**src/rtl/serial_link_phy_train_rx.sv**
```systemverilog
// Receive-side training checker and delay-sweep controller: sweeps the PHY delay code, checks a counter stream per step, picks the centre of the longest passing window.
// Optional feature macro: SERIAL_LINK_TRAIN_ERRCNT_EN (run every step to completion and accumulate a saturating mismatch count).
module serial_link_phy_train_rx #(
    parameter int NumLanes      = 8,
    parameter int NumSteps      = 16,
    parameter int SettleCycles  = 32,
    parameter int CheckLen      = 256,
    parameter int TimeoutCycles = 1024,
    localparam int W            = 2 * NumLanes,
    localparam int DW           = $clog2(NumSteps)
) (
    input  logic                clk_i,
    input  logic                rst_ni,
    input  logic                start_i,
    input  logic [W-1:0]        data_in_i,
    input  logic                data_in_valid_i,
    output logic                data_in_ready_o,
    output logic [DW-1:0]       delay_o,
    output logic                busy_o,
    output logic                done_o,
    output logic                fail_o,
    output logic [NumSteps-1:0] pass_map_o,
    output logic [DW-1:0]       best_delay_o,
    output logic [15:0]         err_count_o
);

    localparam int CntMax = (SettleCycles > CheckLen) ? SettleCycles : CheckLen;
    localparam int CntW   = $clog2(CntMax + 1);
    localparam int IdleW  = $clog2(TimeoutCycles + 1);

    typedef enum logic [2:0] {
        S_IDLE, S_SETTLE, S_SEED, S_CHECK, S_NEXT, S_EVAL, S_DONE
    } stateT;

    stateT               r_state;
    stateT               w_stateNext;
    logic [DW-1:0]       r_step;
    logic [DW-1:0]       r_delay;
    logic [CntW-1:0]     r_cnt;
    logic [IdleW-1:0]    r_idle;
    logic [W-1:0]        r_exp;
    logic                r_stepPass;
    logic                r_busy;
    logic                r_done;
    logic                r_fail;
    logic [NumSteps-1:0] r_passMap;
    logic [DW-1:0]       r_bestDelay;
    logic [DW-1:0]       r_scanIdx;
    logic [DW:0]         r_curLen;
    logic [DW-1:0]       r_curStart;
    logic [DW:0]         r_bestLen;
    logic [DW-1:0]       r_bestStart;
`ifdef SERIAL_LINK_TRAIN_ERRCNT_EN
    logic                r_stepFail;
    logic [15:0]         r_errCount;
`endif

    logic                w_wordOk;
    logic                w_lastWord;
    logic                w_timeout;
    logic                w_bit;
    logic [DW:0]         w_runLen;
    logic [DW-1:0]       w_runStart;
    logic                w_newBest;
    logic [DW:0]         w_bestLenN;
    logic [DW-1:0]       w_bestStartN;
    logic [DW-1:0]       w_bestDelay;

    assign w_wordOk   = (data_in_i == r_exp);
    assign w_lastWord = data_in_valid_i && (r_cnt == CntW'(CheckLen - 1));
    assign w_timeout  = !data_in_valid_i && (r_idle == IdleW'(TimeoutCycles - 1));

    // Run-length scan: a run only replaces the best when strictly longer, so ties keep the lowest start.
    assign w_bit        = r_passMap[r_scanIdx];
    assign w_runLen     = w_bit ? (r_curLen + 1'b1) : '0;
    assign w_runStart   = (r_curLen == '0) ? r_scanIdx : r_curStart;
    assign w_newBest    = w_bit && (w_runLen > r_bestLen);
    assign w_bestLenN   = w_newBest ? w_runLen : r_bestLen;
    assign w_bestStartN = w_newBest ? w_runStart : r_bestStart;
    assign w_bestDelay  = (w_bestLenN == '0) ? '0 :
                          DW'({1'b0, w_bestStartN} + ((w_bestLenN - 1'b1) >> 1));

    always_ff @(posedge clk_i) begin
        if (!rst_ni) begin
            r_state <= S_IDLE;
        end else begin
            r_state <= w_stateNext;
        end
    end

    always_comb begin
        w_stateNext = r_state;
        case (r_state)
            S_IDLE, S_DONE: begin
                if (start_i) w_stateNext = S_SETTLE;
            end
            S_SETTLE: begin
                if (r_cnt == CntW'(SettleCycles - 1)) w_stateNext = S_SEED;
            end
            S_SEED: begin
                if (data_in_valid_i) w_stateNext = S_CHECK;
                else if (w_timeout)  w_stateNext = S_NEXT;
            end
            S_CHECK: begin
                if (data_in_valid_i) begin
`ifdef SERIAL_LINK_TRAIN_ERRCNT_EN
                    if (w_lastWord) w_stateNext = S_NEXT;
`else
                    if (w_lastWord || !w_wordOk) w_stateNext = S_NEXT;
`endif
                end else if (w_timeout) begin
                    w_stateNext = S_NEXT;
                end
            end
            S_NEXT: begin
                w_stateNext = (r_step == DW'(NumSteps - 1)) ? S_EVAL : S_SETTLE;
            end
            S_EVAL: begin
                if (r_scanIdx == DW'(NumSteps - 1)) w_stateNext = S_DONE;
            end
            default: w_stateNext = S_IDLE;
        endcase
    end

    // r_stepPass is rewritten on every SEED/CHECK cycle so it holds the verdict of whichever word or timeout ends the step.
    always_ff @(posedge clk_i) begin
        if (!rst_ni) begin
            r_step      <= '0;
            r_delay     <= '0;
            r_cnt       <= '0;
            r_idle      <= '0;
            r_exp       <= '0;
            r_stepPass  <= 1'b0;
            r_busy      <= 1'b0;
            r_done      <= 1'b0;
            r_fail      <= 1'b0;
            r_passMap   <= '0;
            r_bestDelay <= '0;
            r_scanIdx   <= '0;
            r_curLen    <= '0;
            r_curStart  <= '0;
            r_bestLen   <= '0;
            r_bestStart <= '0;
`ifdef SERIAL_LINK_TRAIN_ERRCNT_EN
            r_stepFail  <= 1'b0;
            r_errCount  <= '0;
`endif
        end else begin
            case (r_state)
                S_IDLE, S_DONE: begin
                    if (start_i) begin
                        r_passMap <= '0;
                        r_done    <= 1'b0;
                        r_fail    <= 1'b0;
                        r_busy    <= 1'b1;
                        r_step    <= '0;
                        r_delay   <= '0;
                        r_cnt     <= '0;
`ifdef SERIAL_LINK_TRAIN_ERRCNT_EN
                        r_errCount <= '0;
`endif
                    end
                end
                S_SETTLE: begin
                    r_cnt  <= r_cnt + 1'b1;
                    r_idle <= '0;
`ifdef SERIAL_LINK_TRAIN_ERRCNT_EN
                    r_stepFail <= 1'b0;
`endif
                end
                S_SEED: begin
                    r_stepPass <= 1'b0;
                    if (data_in_valid_i) begin
                        r_exp  <= data_in_i + 1'b1;
                        r_cnt  <= '0;
                        r_idle <= '0;
                    end else begin
                        r_idle <= r_idle + 1'b1;
                    end
                end
                S_CHECK: begin
                    if (data_in_valid_i) begin
                        r_idle <= '0;
                        r_cnt  <= r_cnt + 1'b1;
`ifdef SERIAL_LINK_TRAIN_ERRCNT_EN
                        r_stepPass <= w_wordOk && !r_stepFail;
                        if (w_wordOk) begin
                            r_exp <= r_exp + 1'b1;
                        end else begin
                            r_exp      <= data_in_i + 1'b1;
                            r_stepFail <= 1'b1;
                            if (r_errCount != 16'hFFFF) r_errCount <= r_errCount + 1'b1;
                        end
`else
                        r_stepPass <= w_wordOk;
                        r_exp      <= r_exp + 1'b1;
`endif
                    end else begin
                        r_idle     <= r_idle + 1'b1;
                        r_stepPass <= 1'b0;
                    end
                end
                S_NEXT: begin
                    r_passMap[r_step] <= r_stepPass;
                    r_cnt             <= '0;
                    if (r_step == DW'(NumSteps - 1)) begin
                        r_scanIdx   <= '0;
                        r_curLen    <= '0;
                        r_curStart  <= '0;
                        r_bestLen   <= '0;
                        r_bestStart <= '0;
                    end else begin
                        r_step  <= r_step + 1'b1;
                        r_delay <= r_step + 1'b1;
                    end
                end
                S_EVAL: begin
                    r_scanIdx   <= r_scanIdx + 1'b1;
                    r_curLen    <= w_runLen;
                    r_curStart  <= w_runStart;
                    r_bestLen   <= w_bestLenN;
                    r_bestStart <= w_bestStartN;
                    if (r_scanIdx == DW'(NumSteps - 1)) begin
                        r_bestDelay <= w_bestDelay;
                        r_delay     <= w_bestDelay;
                        r_fail      <= (w_bestLenN == '0);
                        r_busy      <= 1'b0;
                        r_done      <= 1'b1;
                    end
                end
                default: ;
            endcase
        end
    end

    assign data_in_ready_o = 1'b1;
    assign delay_o         = r_delay;
    assign busy_o          = r_busy;
    assign done_o          = r_done;
    assign fail_o          = r_fail;
    assign pass_map_o      = r_passMap;
    assign best_delay_o    = r_bestDelay;
`ifdef SERIAL_LINK_TRAIN_ERRCNT_EN
    assign err_count_o     = r_errCount;
`else
    assign err_count_o     = '0;
`endif

endmodule
```
**config.mk**
```make
export PLATFORM = sky130hd
export DESIGN_NAME = serial_link_phy_train_rx
export DESIGN_NICKNAME = d
export VERILOG_FILES = /design/src/rtl/serial_link_phy_train_rx.sv
export SDC_FILE = /design/constraint.sdc
export NUM_CORES = 1
export LEC_CHECK = 0
export BUFFER_PORTS_ARGS = -buffer_cell sky130_fd_sc_hd__clkbuf_2
export CAP_MARGIN = 20
export CORE_ASPECT_RATIO = 1.1
export CORE_MARGIN = 5
export CORE_UTILIZATION = 64
export CTS_BUF_LIST = sky130_fd_sc_hd__clkbuf_4 sky130_fd_sc_hd__clkbuf_8 sky130_fd_sc_hd__clkbuf_16
export DETAILED_ROUTE_END_ITERATION = 8
export PLACE_DENSITY_LB_ADDON = 0.15
export SKIP_LAST_GASP = 1
export SYNTH_ARGS = -nofsm -noshare
export SYNTH_HDL_FRONTEND = slang
export SYNTH_SLANG_ARGS = --single-unit
```
**constraint.sdc**
```tcl
create_clock -name clk_i -period 10.04 [get_ports clk_i]
set_input_delay 0 -clock clk_i [delete_from_list [all_inputs] [get_ports clk_i]]
set_output_delay 0 -clock clk_i [all_outputs]
set_load 0.005 [all_outputs]
```
==> results.md <==
| Group | Parameter | This run |
| --- | --- | --- |
| routing | Sum of met2 wire segment lengths after detailed routing | 7340 µm |
| global routing | Initial antenna violation count | 0 |
| synth | Post-synthesis instance total | 746 |
| clocking | Post-cts repair resize count | 0 |
| clocking | TritonCTS buffer count | 9 |
| timing | Final clock period utilization by the worst path | 0.513 |
| worst setup path | Number of cells on the critical path | 19 |
| global routing | Pin count of the biggest net entering global routing | 40 |
| timing | Final clock skew | 12.6 ps |
| synth | Top area cells in the synthesized netlist | sky130_fd_sc_hd__dfxtp_1, sky130_fd_sc_hd__nor2_1, sky130_fd_sc_hd__nand2_1, sky130_fd_sc_hd__ha_1, sky130_fd_sc_hd__a21oi_1 |
| routing | Routed Wire Length | 14900 µm |
| floorplanning | Die Footprint | 11100 µm² |
| routing | Iteration count of the initial detailed-routing pass | 5 |
| pwr | Largest vdd supply drop | 0.000121 V |
| synth | Yosys cell types | 65 |
| synth | Dominant synthesized flop cell | sky130_fd_sc_hd__dfxtp_1 |
| worst setup path | Type of the worst setup path | flip-flop to flip-flop |
| clocking | Buffer type at the clock tree root | sky130_fd_sc_hd__clkbuf_8 |
| worst setup path | Endpoint arrival time on the critical path | 5410 ps |
| routing | Iter 0 DRT Violations | 313 |
| run status | Outcome | complete, no violations |
| synth | Synth warn | 0 |
| clocking | Clock slew at the register clock pins of the worst setup and hold paths | 100 ps |
| timing | Count of final hold-check violations | 0 |
| floorplanning | Height of the die | 110 µm |
| finish | Number of antenna repair diodes | 0 |
| floorplanning | Num rows | 36 |
| global routing | Via count of the first global-routing pass | 5317 |
| routing | Met3 WL post-DR | 793 µm |
| routing | Top Metal Used | met4 |
| timing | Total negative setup slack | 0 ps |
| timing | Relative slew slack | 0.345 |
| clocking | Post-CTS setup buffer count | 0 |
| worst setup path | Crit path buf inv count | 1 |
| timing | Worst hold-check slack | 51.5 ps |
| clocking | Clock tree from TritonCTS | built |
| worst setup path | CP cell instances | mux4_1, mux2_2, nor2b_1, a31oi_4, nor2b_1, ha_1, a21o_1, a21oi_1, nand2_1, o21ai_0, a211oi_4, mux2i_1, ha_1, inv_1, ha_1, fa_1, xor2_1, a32oi_1, a21oi_1 |
| routing | Via count | 5605 |
| worst setup path | Reg2reg setup slack | 4890 ps |
| synth | Synthesized flop and latch total | 93 |
| timing | Final critical path time including I/O delays and setup | 5150 ps |
| worst setup path | Kind of end point of the critical path | flip-flop |
| synth | Post-Synthesis Cell Area | 5830 µm² |
| clocking | Max H-tree Level | 3 |
| floorplanning | Core area | 8870 µm² |
| floorplanning | Die width | 101 µm |
| placement | Placed cells | 867 |
| worst setup path | Number of cells traversed by the worst register-to-register path | 19 |
| synth | Most area-hungry cell type in the Yosys netlist | sky130_fd_sc_hd__dfxtp_1 |
| run | Number of maximum-capacitance violations | 0 |
| placement | Final weighted congestion in routability-driven placement | 0.891 |
| finish | Post-Layout Cell Count | 892 |
| floorplanning | Starting density of the core | 0.658 |
| worst setup path | Largest stage delay, worst path | 640 ps |
| finish | Ratio of cells with drive above 1 in the final layout | 0.118 |
| finish | Nets | 813 |
| routing | Residual antenna-violating net count after detailed routing | 0 |
| worst setup path | CP Launch Type | flip-flop |
| worst setup path | Worst EP required | 10300 ps |
| timing | Final Slew Violations | 0 |
| clocking | Max Buffers Root-to-Sink | 2 |
| synth | Proportion of synthesized flip-flops having asynchronous set or reset | 0 |
| worst setup path | Crit path max-delay cell type | sky130_fd_sc_hd__dfxtp_1 |
| global routing | GR Util All Layers | 0.276 |
| hold path | Instance count along the most critical hold path | 3 |
| worst setup path | Crit path max fanout | 14 |
| timing | Maximum operating frequency | 194 MHz |
| placement | Hpwl dp | 10500 µm |
| placement | I/O Buffers | 46 |
| clocking | Clock network latency to the later pin of the worst-skew pair | 370 ps |
| global routing | First-pass GRT wire length | 24900 µm |
| global routing | Overall overflow remaining after global route | 0 |
| synth | Number of enable-type register cells in the synthesized netlist | 0 |
| synth | Share of the yosys chip area belonging to registers | 0.319 |
| pwr | Leakage power summed over all cells | 2.40 nW |
| synth | Synthesized area divided by synthesized cell count | 7.82 µm² |
| pwr | Overall power of the completed layout | 951 µW |
| pwr | Power density normalized to cell area | 151 nW/µm² |
| hold path | Class of the tightest hold or removal check | input pin to flip-flop |
| timing | Worst Tran Pin Value | 982 ps |
| finish | Area overhead of the layout relative to synthesis | 7.63% |
| floorplanning | Top-level I/O count | 64 |
| clocking | Clock Sinks | 93 |
| routing | Average wire per standard cell | 16.7 µm |
| timing | Final setup vio count | 0 |
| timing | Setup repair after global routing missed its margin | false |
| worst setup path | Cell repeated most along the worst path | sky130_fd_sc_hd__ha_1 |
| routing | Drt drc | 0 |
| synth | Top cell type's share of synthesized area | 0.319 |
| worst setup path | Largest delay contributor family on the critical path | compound AO/OA/AOI/OAI gates |
| routing | WL met1 | 6270 µm |
| routing | Detailed-route vias per instance | 6.28 |
-- placed cells by master, fill, tap and decap left out, types with 14 or more instances in the layout --
master	Yosys	layout
sky130_fd_sc_hd__inv_1	18	17
sky130_fd_sc_hd__conb_1	2	17
sky130_fd_sc_hd__dfxtp_1	93	93
sky130_fd_sc_hd__o21ai_0	40	40
sky130_fd_sc_hd__xor2_1	15	15
sky130_fd_sc_hd__a22oi_1	18	18
sky130_fd_sc_hd__a32oi_1	15	15
sky130_fd_sc_hd__ha_1	19	19
sky130_fd_sc_hd__a21oi_1	44	44
sky130_fd_sc_hd__clkbuf_2	0	46
sky130_fd_sc_hd__and3_1	22	22
sky130_fd_sc_hd__nor2b_1	14	14
sky130_fd_sc_hd__xnor2_1	24	24
sky130_fd_sc_hd__nand3_1	43	43
sky130_fd_sc_hd__nand2_1	84	84
sky130_fd_sc_hd__a31oi_1	19	19
sky130_fd_sc_hd__nor2_1	89	89
-- area by class of cell --
cell class	instances	area, µm²
fill	731	2590
clock buffer	11	151
tap	114	143
clock inverter	5	33.8
multi-input combinational	589	3650
timing repair buffer	62	373
inverter	18	67.6
sequential	93	1860
-- synthesized netlist by cell type (all sizes together), types with 2 or more instances --
master	number
dfxtp	93
nor2	89
nand2	84
a21oi	44
nand3	43
o21ai	43
clkbuf	37
buf	24
xnor2	24
and3	22
a31oi	20
a22oi	19
ha	19
inv	18
a32oi	15
xor2	15
nor2b	14
mux2	12
mux2i	11
nand4	10
a211oi	8
nand3b	8
nor3	8
and2	5
o2111ai	5
nand2b	4
nor4	4
or3	4
a211o	3
a311oi	3
nor3b	3
o211ai	3
o31a	3
a21o	2
a221oi	2
a2bb2oi	2
and4	2
conb	2
mux4	2
o22ai	2
or2	2
-- power breakdown --
group | leakage (nW) | total [mW] | internal [mW] | switching (mW)
sequential | 0.751 | 0.433 | 0.392 | 0.0413
clock | 0.0917 | 0.243 | 0.104 | 0.140
combinational | 1.56 | 0.274 | 0.0922 | 0.182
total | 2.40 | 0.951 | 0.588 | 0.363
-- kinds of logic after synthesis --
family,synth area share
and+or+nand+nor,0.247
other,0.00129
xor gates and xnor gates,0.0585
DFF,0.319
adders and majority gates,0.0461
buffers and inverters,0.0650
AOI/OAI and AO/OA,0.210
muxes,0.0530
-- per-layer routing --
layer	up-vias	GRT usage
met5	-	0
met3	40	0.0365
li1	2699	-
met4	0	0.142
met2	193	0.474
met1	2673	0.337
-- stage by stage --
stage          setup slack, ps  area, µm²  utilization
3_3_place_gp              5090       6000        0.677
5_1_grt                   4550       6280        0.708
3_5_place_dp              4920       6000        0.677
2_1_floorplan             5670       5890            -
4_1_cts                   4890       6280        0.708
6_report                  4890       6280        0.708
-- timing repair --
action | 4_1_cts | 5_1_grt
endpoints found under the hold margin | 9 | 0
setup endpoints to repair | 0 | 0
hold buffers | 9 | 0
-- tightest hold or removal path, cell delays in order --
cell	delay [ps]
sky130_fd_sc_hd__clkbuf_2	120
sky130_fd_sc_hd__and3_1	160
sky130_fd_sc_hd__o31a_1	120
-- path summary, 6_finish.rpt --
check,start,end
max,r_scanIdx[2],delay_o[2]
min reg2reg,best_delay_o[3],best_delay_o[3]
max reg2reg,r_scanIdx[2],delay_o[2]
min,data_in_i[14],r_exp[14]
-- registers in the layout, indices dropped and copies added (netlist names), 5 cells and up --
signal	count
pass_map_o	16
r_bestLen	5
r_cnt	9
r_curLen	5
r_exp	16
r_idle	11
Note: power is estimated with default switching activity, not from simulation.
